## src/rtl/mem_arbiter_pkg.sv

```systemverilog
// Shared types for the fetch/data unified-memory arbiter.
package mem_arbiter_pkg;

  typedef logic [31:0] u32_t;
  typedef logic [3:0]  wrstb_t;

  typedef enum logic [1:0] {
    ARB_IDLE,
    ARB_REQ,
    ARB_RESP
  } arb_state_e;

  typedef enum logic {
    OWN_INST,
    OWN_DATA
  } arb_owner_e;

  typedef struct packed {
    u32_t   addr;
    u32_t   wrdata;
    wrstb_t wrstb;
  } mem_req_t;

  // Wide enough for the largest legal I_STARVE_MAX (15).
  localparam int STARVE_W = 4;

endpackage

```

## src/rtl/mem_arb_perf.sv

```systemverilog
// Saturating wait-cycle counters for the fetch and data ports.
// Only compiled when MEM_ARB_PERF_EN is defined.
`ifdef MEM_ARB_PERF_EN
module mem_arb_perf #(
  parameter int PERF_W = 32
) (
  input  logic              clk,
  input  logic              rst_n,
  input  logic              i_wait,
  input  logic              d_wait,
  output logic [PERF_W-1:0] perf_i_wait,
  output logic [PERF_W-1:0] perf_d_wait
);

  // Counters hold at all-ones rather than wrapping.
  always_ff @(posedge clk or negedge rst_n) begin
    if (!rst_n) begin
      perf_i_wait <= '0;
      perf_d_wait <= '0;
    end else begin
      if (i_wait && (perf_i_wait != '1)) perf_i_wait <= perf_i_wait + 1'b1;
      if (d_wait && (perf_d_wait != '1)) perf_d_wait <= perf_d_wait + 1'b1;
    end
  end

endmodule
`endif

```

## src/rtl/mem_arbiter.sv

```systemverilog
// Arbitrates fetch and data ports onto one single-port memory, one transaction at a time.
// Optional wait-cycle counters are built when MEM_ARB_PERF_EN is defined.
module mem_arbiter
  import mem_arbiter_pkg::*;
#(
  parameter int I_STARVE_MAX = 4,
  parameter int PERF_W       = 32
) (
  input  logic              clk,
  input  logic              rst_n,
  input  logic              i_req,
  input  logic [31:0]       i_addr,
  output logic              i_valid,
  output logic [31:0]       i_rdata,
  input  logic              d_req,
  input  logic [31:0]       d_addr,
  input  logic [31:0]       d_wrdata,
  input  logic [3:0]        d_wrstb,
  output logic              d_valid,
  output logic [31:0]       d_rdata,
  output logic              m_req,
  output logic [31:0]       m_addr,
  output logic [31:0]       m_wrdata,
  output logic [3:0]        m_wrstb,
  input  logic              m_gnt,
  input  logic              m_rvalid,
  input  logic [31:0]       m_rdata,
  output logic              busy,
  output logic [PERF_W-1:0] perf_i_wait,
  output logic [PERF_W-1:0] perf_d_wait
);

  localparam logic [STARVE_W-1:0] STARVE_LIM = STARVE_W'(I_STARVE_MAX);

  arb_state_e          state_q, state_d;
  arb_owner_e          owner_q, owner_d;
  logic [STARVE_W-1:0] starve_q, starve_d;
  mem_req_t            req_q, req_d;
  logic                m_req_q, m_req_d;
  logic                pick_data;

  // Data wins unless fetch has already been passed over I_STARVE_MAX times in a row.
  assign pick_data = d_req && (!i_req || (starve_q < STARVE_LIM));

  always_ff @(posedge clk or negedge rst_n) begin
    if (!rst_n) begin
      state_q  <= ARB_IDLE;
      owner_q  <= OWN_DATA;
      starve_q <= '0;
      req_q    <= '0;
      m_req_q  <= 1'b0;
    end else begin
      state_q  <= state_d;
      owner_q  <= owner_d;
      starve_q <= starve_d;
      req_q    <= req_d;
      m_req_q  <= m_req_d;
    end
  end

  always_comb begin
    state_d  = state_q;
    owner_d  = owner_q;
    starve_d = starve_q;
    req_d    = req_q;
    m_req_d  = m_req_q;
    i_valid  = 1'b0;
    d_valid  = 1'b0;

    case (state_q)
      ARB_IDLE: begin
        if (pick_data) begin
          owner_d = OWN_DATA;
          req_d   = '{addr: d_addr, wrdata: d_wrdata, wrstb: d_wrstb};
          m_req_d = 1'b1;
          state_d = ARB_REQ;
          if (i_req) begin
            starve_d = (starve_q < STARVE_LIM) ? starve_q + 1'b1 : starve_q;
          end else begin
            starve_d = '0;
          end
        end else if (i_req) begin
          owner_d  = OWN_INST;
          req_d    = '{addr: i_addr, wrdata: '0, wrstb: '0};
          m_req_d  = 1'b1;
          state_d  = ARB_REQ;
          starve_d = '0;
        end
      end

      ARB_REQ: begin
        if (m_gnt) begin
          m_req_d = 1'b0;
          state_d = ARB_RESP;
        end
      end

      ARB_RESP: begin
        if (m_rvalid) begin
          state_d = ARB_IDLE;
          if (owner_q == OWN_INST) i_valid = 1'b1;
          else                     d_valid = 1'b1;
        end
      end

      default: begin
        state_d = ARB_IDLE;
        m_req_d = 1'b0;
      end
    endcase
  end

  assign m_req    = m_req_q;
  assign m_addr   = req_q.addr;
  assign m_wrdata = req_q.wrdata;
  assign m_wrstb  = req_q.wrstb;
  assign busy     = (state_q != ARB_IDLE);
  assign i_rdata  = m_rdata;
  assign d_rdata  = m_rdata;

`ifdef MEM_ARB_PERF_EN
  mem_arb_perf #(
    .PERF_W (PERF_W)
  ) u_perf (
    .clk         (clk),
    .rst_n       (rst_n),
    .i_wait      (i_req & ~i_valid),
    .d_wait      (d_req & ~d_valid),
    .perf_i_wait (perf_i_wait),
    .perf_d_wait (perf_d_wait)
  );
`else
  assign perf_i_wait = '0;
  assign perf_d_wait = '0;
`endif

endmodule

```

## config.mk

```make
export PLATFORM = sky130hd
export DESIGN_NAME = mem_arbiter
export DESIGN_NICKNAME = d
export VERILOG_FILES = /design/src/rtl/mem_arbiter_pkg.sv /design/src/rtl/mem_arb_perf.sv /design/src/rtl/mem_arbiter.sv
export SDC_FILE = /design/constraint.sdc
export NUM_CORES = 1
export LEC_CHECK = 0
export CORE_AREA = 2 2 131 133
export CTS_CLUSTER_DIAMETER = 40
export DETAILED_ROUTE_END_ITERATION = 16
export DIE_AREA = 0 0 133 135
export PLACE_DENSITY = 0.67
export SLEW_MARGIN = 20
export SYNTH_ARGS = -nofsm -noshare
export SYNTH_HDL_FRONTEND = slang
export SYNTH_HIERARCHICAL = 1
export SYNTH_SLANG_ARGS = --single-unit
```

## constraint.sdc

```tcl
create_clock -name clk -period 1.6 [get_ports clk]
set_input_delay 0.24 -clock clk [delete_from_list [all_inputs] [get_ports clk]]
set_output_delay 0.24 -clock clk [all_outputs]
set_load 0.02 [all_outputs]
```

==> results.yml <==
synth:
  ys_seq_area_share_pct: 42.2
  synth_adder_area_share_pct: 0.277
  synth-simple-area-share_pct: 10.2
  synth_cell_type_count: 32
  synth_most_common_cell: "buf_4"
  synth_ff_type: "dfrtp_1"
  syn_area_per_cell_sq_um: 10.5
  ys_top_cells_by_area: "dfrtp_1 42%, buf_4 22%, o221ai_2 10%"
  ys_seq_elements: 76
  netlist_top_cells_count: "131 x buf_4, 75 x dfrtp_1, 37 x a22o_1"
  synth_compound_area_share_pct: 18.6
  ys_warn_count: 6
  netlist.area_leader.share_pct: 41.6
  synth_area_sq_um: 4510
  synth_top_family_by_area: "buffers and inverters"
  netlist_instances: 431
  synth_top_area_cell: "dfrtp_1"
  async_reset_ff_share_pct: 100
  synth_edf_count: 0
  synthXorXnorAreaFrac_pct: 0.194
  synth_mux_area_share_pct: 0
flow_run:
  maxCapViolCount: 0
grt:
  grt_pass1_wl_microns: 20000
  antenna_found_initial: 0
  grt.total_usage_pct: 14.4
  grt_start_max_net_pins: 47
  grt_pass1_vias: 3702
  grt_overflow: 0
routing:
  firstDrtPassIters: 4
  drt_iter0_markers: 137
  wl_microns: 13000
  wl_per_cell_microns: 16.7
  post_drt_via_cell_ratio: 4.54
  via_count: 3545
  drc: 0
  antenna_left: 0
worst_setup_path:
  rr_endpoint: "m_addr[19]"
  rrSetupSlack_ns: 0.09
  crit_path_max_incr_delay_ns: 0.61
  crit_slowest_cell: "clkdlybuf4s50_1"
  cp-end-kind: "primary output"
  crit_family: "buffers and inverters"
  worstSetupPathType: "reg2out"
  cp_max_fo: 2
  crit_required_ns: 1.36
  r2r.worst_path.cells: 6
  path_buf_inv: 1
  worstPathCellList: "clkdlybuf4s50_1"
  r2r_start: "state_q[0]"
  cp-start-kind: "flip-flop"
  cp.arrival_ns: 1.32
sta:
  skew_ns: 0.00651
  finalHoldViolCount: 0
  rsz0062_at_grt: "yes"
  finalSetupViolations: 0
  timing.final.crit_share_pct: 97.3
  drv_slew: 0
  fin_crit_ns: 1.56
  fmax_mhz: 642
  hold_slack_ns: 0.365
placement:
  place_congestion: 0.825
  placement.io_buffers: 177
  dp_cells: 753
  hpwl_microns: 9120
cts:
  clk-insertion-delay-late_ns: 0.34
  clk_pin_slew_ns: 0.06
  clock-root-buffer: "clkbuf_16"
  cts.sinks: 76
  htreeDepth: 3
  clk_path_buf_depth: 2
  cts_buffers: 9
  cts_tree: "built"
finish:
  stdcell_count: 780
  diodes: 0
  fillers: 1587
  drive_gt1_share_pct: 16.3
  final_nets: 695
  area_growth_pct: 41.6
outcome:
  outcome: "completed"
power_and_ir_drop:
  comb_power_share_pct: 55.8
  p_sw_uw: 4650
  clkPwrFrac_pct: 16.7
  p_int_uw: 7380
  power.density_nw_per_um2: 1880
  p_leak_uw: 0.00286
  swShare_pct: 38.7
  ir_worst_vdd_mv: 0.800
  pwr-share-seq_pct: 27.6
worst_hold_path:
  hold_class: "in2async"
die:
  core-area_sq_um: 16400
  rows: 47
  die_w_microns: 133
  initial_core_util_pct: 27.5
  io_pins: 338
  fp.dieH_microns: 135
  dieArea_sq_um: 18000
[metal layers]
metal	part of all wire [%]	wire (microns)	global-route usage (%)
met5	0	0	0
met4	4.0	516	8.66
met3	7.9	1030	3.75
met2	51	6670	25.2
met1	37	4820	15.8
[cell families (layout without fill, tap and decap cells)]
group           after synthesis  count (layout)
compound gates               75              75
xor+xnor                      1               1
fa+ha+maj                     1               1
buf+inv                     196             261
flops                        76              76
other cells                   1              64
simple gates                 81              82
[state kept, by name, indices dropped and copies added, names as in the netlist]
| name | count |
|---|---|
| m_wrdata | 32 |
| state_q | 2 |
| m_req | 1 |
| owner_q | 1 |
| m_wrstb | 4 |
| m_addr | 32 |
| starve_q | 4 |
[worst max-delay path by stage]
stage / startpoint / to / slack (ns) / cells past startpoint
2_1_floorplan: state_q[0] / busy / 0.16 / 4
3_3_place_gp: i_req / m_addr[1] / -0.27 / 4
3_5_place_dp: i_req / m_addr[1] / -0.28 / 4
4_1_cts: state_q[0] / busy / -0.002 / 5
5_1_grt: m_addr[10] / m_addr[10] / 0.0005 / 1
6_report: m_addr[28] / m_addr[28] / 0.04 / 1
[layout make-up]
| type | instances | area [sq um] | area share (%) |
|---|---|---|---|
| Inverter | 33 | 124 | 1.94 |
| Sequential cell | 76 | 1900 | 29.8 |
| Multi-Input combinational cell | 223 | 1590 | 24.9 |
| Clock inverter | 4 | 51.3 | 0.803 |
| Timing Repair Buffer | 213 | 2210 | 34.6 |
| Tap cell | 220 | 275 | 4.31 |
| Clock buffer | 11 | 233 | 3.64 |
[what timing repair did]
action / in CTS / in global routing
resized for setup: 20 / 15
hold buffers: 1 / 0
pin swaps: 1 / 0
gates cloned: 2 / 0
setup buffers: 3 / 6
hold endpoints to repair: 27 / 0
endpoints found under the setup margin: 73 / 22
[per-stage QoR]
step / setup slack [ns] / setup TNS [ns] / utilization, % / power [uW] / cell area, sq um
6_report: 0.0430 / 0 / 38.9 / 12000 / 6380
5_1_grt: 0.000522 / 0 / 38.9 / 12700 / 6380
4_1_cts: -0.00167 / -0.00167 / 38.3 / 12000 / 6280
3_5_place_dp: -0.279 / -16.29 / 36.2 / 9700 / 5940
3_3_place_gp: -0.269 / -16.00 / 36.2 / 9560 / 5940
2_1_floorplan: 0.160 / 0 / - / 7190 / 4750
[power groups by stage]
stage	combinational, uW	clock, uW	sequential, uW
after floorplan	2940	0	4250
after global routing	7140	2180	3430
after global placement	6250	0	3300
after CTS	6610	2070	3330
after detailed placement	6370	0	3330
final	6710	2000	3320
[cells in the final DEF, fill, tap and decap left out, types with 2 or more instances in the layout]
cell | synthesis | final
a22o_1 | 37 | 37
a32o_1 | 2 | 2
and2_4 | 1 | 2
buf_12 | 0 | 10
buf_2 | 9 | 2
buf_4 | 131 | 22
buf_6 | 6 | 4
clkbuf_1 | 16 | 2
clkbuf_16 | 0 | 9
clkdlybuf4s50_1 | 0 | 162
conb_1 | 1 | 64
dfrtp_1 | 75 | 74
dlygate4sd2_1 | 0 | 2
dlymetal6s2s_1 | 0 | 9
inv_1 | 33 | 33
nand2_1 | 5 | 4
nand3_1 | 32 | 32
nand4_1 | 32 | 32
o21ai_0 | 2 | 2
o221ai_1 | 2 | 2
o221ai_2 | 30 | 30
Power figures use the tool's default switching activity.
